$ cat config.mk
export PLATFORM = sky130hd
export DESIGN_NAME = sp_array_rmw_ctrl
export DESIGN_NICKNAME = d
export VERILOG_FILES = /design/src/rtl/sp_array_rmw_ctrl.sv
export SDC_FILE = /design/constraint.sdc
export NUM_CORES = 1
export LEC_CHECK = 0
export ABC_AREA = 1
export CORE_UTILIZATION = 42
export DETAILED_ROUTE_END_ITERATION = 8
export PLACE_DENSITY_LB_ADDON = 0.3
export SLEW_MARGIN = 25
export SYNTH_ARGS = -nofsm -noshare
export SYNTH_HDL_FRONTEND = slang
export SYNTH_SLANG_ARGS = --single-unit
$ cat constraint.sdc
create_clock -name clk0 -period 1.2 [get_ports clk0]
set_clock_uncertainty 0.2 [all_clocks]
set_input_delay 0.24 -clock clk0 [delete_from_list [all_inputs] [get_ports clk0]]
set_output_delay 0.24 -clock clk0 [all_outputs]
set_load 0.02 [all_outputs]
$ cat src/rtl/sp_array_rmw_ctrl.sv
// sp_array_rmw_ctrl
//   Initiator-side controller for a single-port flip-flop array with a
//   csb0/web0/addr0/din0/dout0 port (active-low selects, one-cycle
//   registered read). Accepts READ / WRITE / SET / CLR / FLUSH requests,
//   sequences them onto the array and returns one response pulse per request.
//
// Ports
//   clk0, rst0               clock, synchronous active-high reset
//   req_valid / req_ready    request handshake
//   req_op, req_addr,        request fields (op 00 RD, 01 WR, 10 SET, 11 CLR)
//   req_wdata, req_flush     wdata is data for WRITE, mask for SET/CLR
//   resp_valid, resp_rdata   one-cycle response pulse, no backpressure
//   arr_csb0, arr_web0,      array port drive (active-low selects)
//   arr_addr0, arr_din0
//   arr_dout0                array read data, valid the cycle after a read
//
// Handshake: a request transfers on a rising clk0 edge where req_valid and
// req_ready are both 1. req_valid must stay high, with stable fields, until
// that edge. req_ready depends only on state and rst0, never on req_valid.
// resp_valid is a single-cycle pulse the receiver must take when it appears.
module sp_array_rmw_ctrl #(
  parameter int S_INDEX = 4,
  parameter int WIDTH   = 1
) (
  input  logic               clk0,
  input  logic               rst0,
  input  logic               req_valid,
  output logic               req_ready,
  input  logic [1:0]         req_op,
  input  logic [S_INDEX-1:0] req_addr,
  input  logic [WIDTH-1:0]   req_wdata,
  input  logic               req_flush,
  output logic               resp_valid,
  output logic [WIDTH-1:0]   resp_rdata,
  output logic               arr_csb0,
  output logic               arr_web0,
  output logic [S_INDEX-1:0] arr_addr0,
  output logic [WIDTH-1:0]   arr_din0,
  input  logic [WIDTH-1:0]   arr_dout0
);

  typedef enum logic [2:0] {
    ST_IDLE    = 3'd0,
    ST_RD_RESP = 3'd1,
    ST_WR_RESP = 3'd2,
    ST_RMW     = 3'd3,
    ST_FLUSH   = 3'd4
  } state_t;

  localparam logic [1:0] OP_READ  = 2'b00;
  localparam logic [1:0] OP_WRITE = 2'b01;

  state_t             state_q, state_d;
  logic [S_INDEX-1:0] cnt_q, cnt_d;
  logic [S_INDEX-1:0] addr_q, addr_d;
  logic [WIDTH-1:0]   mask_q, mask_d;
  logic               set_q, set_d;

  logic               accept;
  logic [WIDTH-1:0]   rmw_new;

  assign accept  = req_valid & req_ready;
  assign rmw_new = set_q ? (arr_dout0 | mask_q) : (arr_dout0 & ~mask_q);

  // State register
  always_ff @(posedge clk0) begin
    if (rst0) begin
      state_q <= ST_IDLE;
      cnt_q   <= '0;
      addr_q  <= '0;
      mask_q  <= '0;
      set_q   <= 1'b0;
    end else begin
      state_q <= state_d;
      cnt_q   <= cnt_d;
      addr_q  <= addr_d;
      mask_q  <= mask_d;
      set_q   <= set_d;
    end
  end

  // Next-state logic
  always_comb begin
    state_d = state_q;
    cnt_d   = cnt_q;
    addr_d  = addr_q;
    mask_d  = mask_q;
    set_d   = set_q;
    case (state_q)
      ST_IDLE: begin
        if (accept) begin
          if (req_flush) begin
            cnt_d   = '0;
            state_d = ST_FLUSH;
          end else begin
            case (req_op)
              OP_READ:  state_d = ST_RD_RESP;
              OP_WRITE: state_d = ST_WR_RESP;
              default: begin
                // SET (10) / CLR (11): op[0] low selects SET
                addr_d  = req_addr;
                mask_d  = req_wdata;
                set_d   = ~req_op[0];
                state_d = ST_RMW;
              end
            endcase
          end
        end
      end
      ST_RD_RESP, ST_WR_RESP, ST_RMW: state_d = ST_IDLE;
      ST_FLUSH: begin
        cnt_d = cnt_q + 1'b1;  // wraps to 0 after the last set
        if (&cnt_q) state_d = ST_IDLE;
      end
      default: state_d = ST_IDLE;
    endcase
  end

  // Output logic; everything is forced quiet while rst0 is high
  always_comb begin
    req_ready  = 1'b0;
    resp_valid = 1'b0;
    resp_rdata = '0;
    arr_csb0   = 1'b1;
    arr_web0   = 1'b1;
    arr_addr0  = '0;
    arr_din0   = '0;
    if (!rst0) begin
      case (state_q)
        ST_IDLE: begin
          req_ready = 1'b1;
          // FLUSH issues nothing in its accept cycle
          if (req_valid && !req_flush) begin
            arr_csb0  = 1'b0;
            arr_addr0 = req_addr;
            if (req_op == OP_WRITE) begin
              arr_web0 = 1'b0;
              arr_din0 = req_wdata;
            end
          end
        end
        ST_RD_RESP: begin
          resp_valid = 1'b1;
          resp_rdata = arr_dout0;
        end
        ST_WR_RESP: begin
          resp_valid = 1'b1;
        end
        ST_RMW: begin
          arr_csb0   = 1'b0;
          arr_web0   = 1'b0;
          arr_addr0  = addr_q;
          arr_din0   = rmw_new;
          resp_valid = 1'b1;
          resp_rdata = arr_dout0;
        end
        ST_FLUSH: begin
          arr_csb0   = 1'b0;
          arr_web0   = 1'b0;
          arr_addr0  = cnt_q;
          resp_valid = &cnt_q;
        end
        default: ;
      endcase
    end
  end

endmodule

==> out/metrics.cfg <==
[outcome]
status=finished, violations left
violations=setup timing

[sta]
hold_viol=0
timing.fmax_mhz=535.1
fin_crit_ps=1869
drv_slew=0
rsz0062_at_grt=yes
slew_headroom=0.7442
layout_setup_ws_ps=-668.9
finalSetupViolCount=23
finalCritPeriodShare=1.557
tightest_slew_ps=383.7

[placement]
dpl_cell_area_um2=1292
dp_hpwl_mm=1.828
portBuffers=21
gp_routability_congestion=0.8749

[routing]
ant_nets=0
wirelength_mm=2.925
drc=0
via_per_inst=5.252
first_iter_violations=63
first_pass_iters=4
wire_per_inst_um=13.67
via_count=1124

[floorplanning]
die_height_um=46.14
rows=15
die_x_um=46.14
die_area_um2=2129
start_util=0.4589
ios=22
core_um2=1783

[setup_path]
r2r_start=state_q[2]
setup.worst_path.end_class=output port
critPathArrivalTime_ps=1430
start_kind=flop
startpoint=state_q[2]
cp_data_required_time_ps=760
crit_fanout=6
crit_type=reg2out

[power]
ir_drop_mv=1.177
power.leakage_nw=0.6785
p_per_area_nw_per_um2=2035
power.total_mw=3.004

[cells_and_area]
diodes=0
final_nets=203
syn_to_final_growth_pct=80.43
drive_gt1_frac=0.4974
final_cell_area_um2=1476

[cts]
h-tree-depth=1
cts_buffers=3
root_buffer=clkbuf_4
clk_pin_slew_ps=80
clk_path_buf_depth=2
worstSkewPairLatency_ps=290
cts_tree=done
cts_sinks=13

[synth]
syn_nets=144
synth_area_leaders=dfxtp_1 32%, nand2_1 15%, nor2_1 12%
synth_area_um2=818.3
ys_seq_area_frac=0.3180
synth_seq_cells=13
ys_types=18
synth_top_area_cell=dfxtp_1
yosysWarnings=0
synth_top_area_frac=0.3180
synthCells=131
syn_avg_cell_area_um2=6.246

[hold_path]
worstHoldStart=req_op[0]
hold_class=in2reg

[global_routing]
grt_overflow=0
grt_pass1_vias=1044
antenna_found_initial=0
grt_max_degree=9
track_usage=0.2998
grt_pass1_wl_mm=4.395

[job]
drv_cap=0

==> per-stage QoR <==
stage / TNS (ps) / cells / worst slack (ps) / hold slack [ps] / util
after floorplan: -2011 / 131 / -256.6 / 182.1 / -
after global placement: -18670 / 202 / -1142 / 300.3 / 0.7249
after detailed placement: -19360 / 202 / -1187 / 305.5 / 0.7249
after CTS: -8752 / 213 / -589.1 / 203.6 / 0.7775
after global routing: -11040 / 214 / -732.7 / 246.1 / 0.8281
final: -9664 / 214 / -668.9 / 224.4 / 0.8281
==> worst paths after layout <==
check | end | depth (start not counted) | slack [ps]
min reg2reg | set_q | 2 | 310
min | state_q[1] | 3 | 220
max reg2reg | cnt_q[1] | 11 | -630
max | arr_addr0[0] | 7 | -670
==> cells by family (layout without fill, tap and decap cells) <==
| family | Yosys count | count (layout) | synth area share |
|---|---|---|---|
| compound gates | 18 | 18 | 0.1132 |
| fa+ha+maj | 1 | 1 | 0.01529 |
| flops | 13 | 13 | 0.3180 |
| buf+inv | 15 | 73 | 0.06880 |
| simple gates | 84 | 84 | 0.4847 |
==> layout make-up <==
cell class | instances | area [um^2]
timing repair buffer | 55 | 476.7
tap | 25 | 31.28
inverter | 14 | 55.05
fill | 102 | 306.5
sequential | 13 | 269.0
multi-input combinational | 103 | 618.1
clock buffer | 4 | 26.28
==> state kept, by name, summed over array words and instances (netlist names) <==
signal   count
addr_q       4
mask_q       1
cnt_q        4
state_q      3
set_q        1
==> layer usage <==
| metal | track usage | vias up | part of all wire |
|---|---|---|---|
| met5 | 0 | - | 0 |
| met4 | 0.2235 | 0 | 0.035 |
| met3 | 0.05098 | 12 | 0.063 |
| met2 | 0.4930 | 59 | 0.50 |
| met1 | 0.3427 | 514 | 0.41 |
| li1 | - | 539 | - |
==> synth_stat cells <==
cell and n:
a21oi_1 5, dfxtp_1 13, nand3_1 5, nand2_4 1, o21ai_0 12, nor2_1 26, o21bai_1 1, inv_2 3
or2_2 1, nand4_1 2, nand2_1 33, nand2_2 2, clkbuf_1 1, nor3_1 9, nand3_4 1, nor2_4 4
ha_1 1, inv_1 11
==> cell usage in the layout, fill, tap and decap left out, types with 5 or more instances in the layout <==
cell             synthesis  routed
nor2_2                   0      10
dfxtp_1                 13       8
o21ai_1                  0       7
buf_6                    0      11
nor3_1                   9       5
clkdlybuf4s50_1          0       7
nor2_1                  26      15
nand2_2                  2       5
nor2_4                   4       5
inv_1                   11       7
nand2_1                 33      28
buf_4                    0      33
inv_2                    3       6
==> power breakdown <==
part | leakage (nW) | internal [mW] | switching, mW
clock network | 0.0150 | 0.129 | 0.154
logic | 0.556 | 1.01 | 1.11
registers | 0.108 | 0.527 | 0.0819
==> critical path, cell delays in order (launching register included) <==
cell	delay, ps
dfxtp_2	340
inv_4	60
buf_4	160
nand2_2	120
nor2_1	150
nor2_1	80
nor2_2	80
buf_4	140
==> what timing repair did <==
action | CTS | global route
gates resized for setup | 72 | 25
hold buffers | 0 | 0
buffers inserted | 7 | 1
cloned | 0 | 0
pin swaps | 13 | 8
endpoints found under the setup margin | 23 | 23
Note: power is estimated with default switching activity, not from simulation.
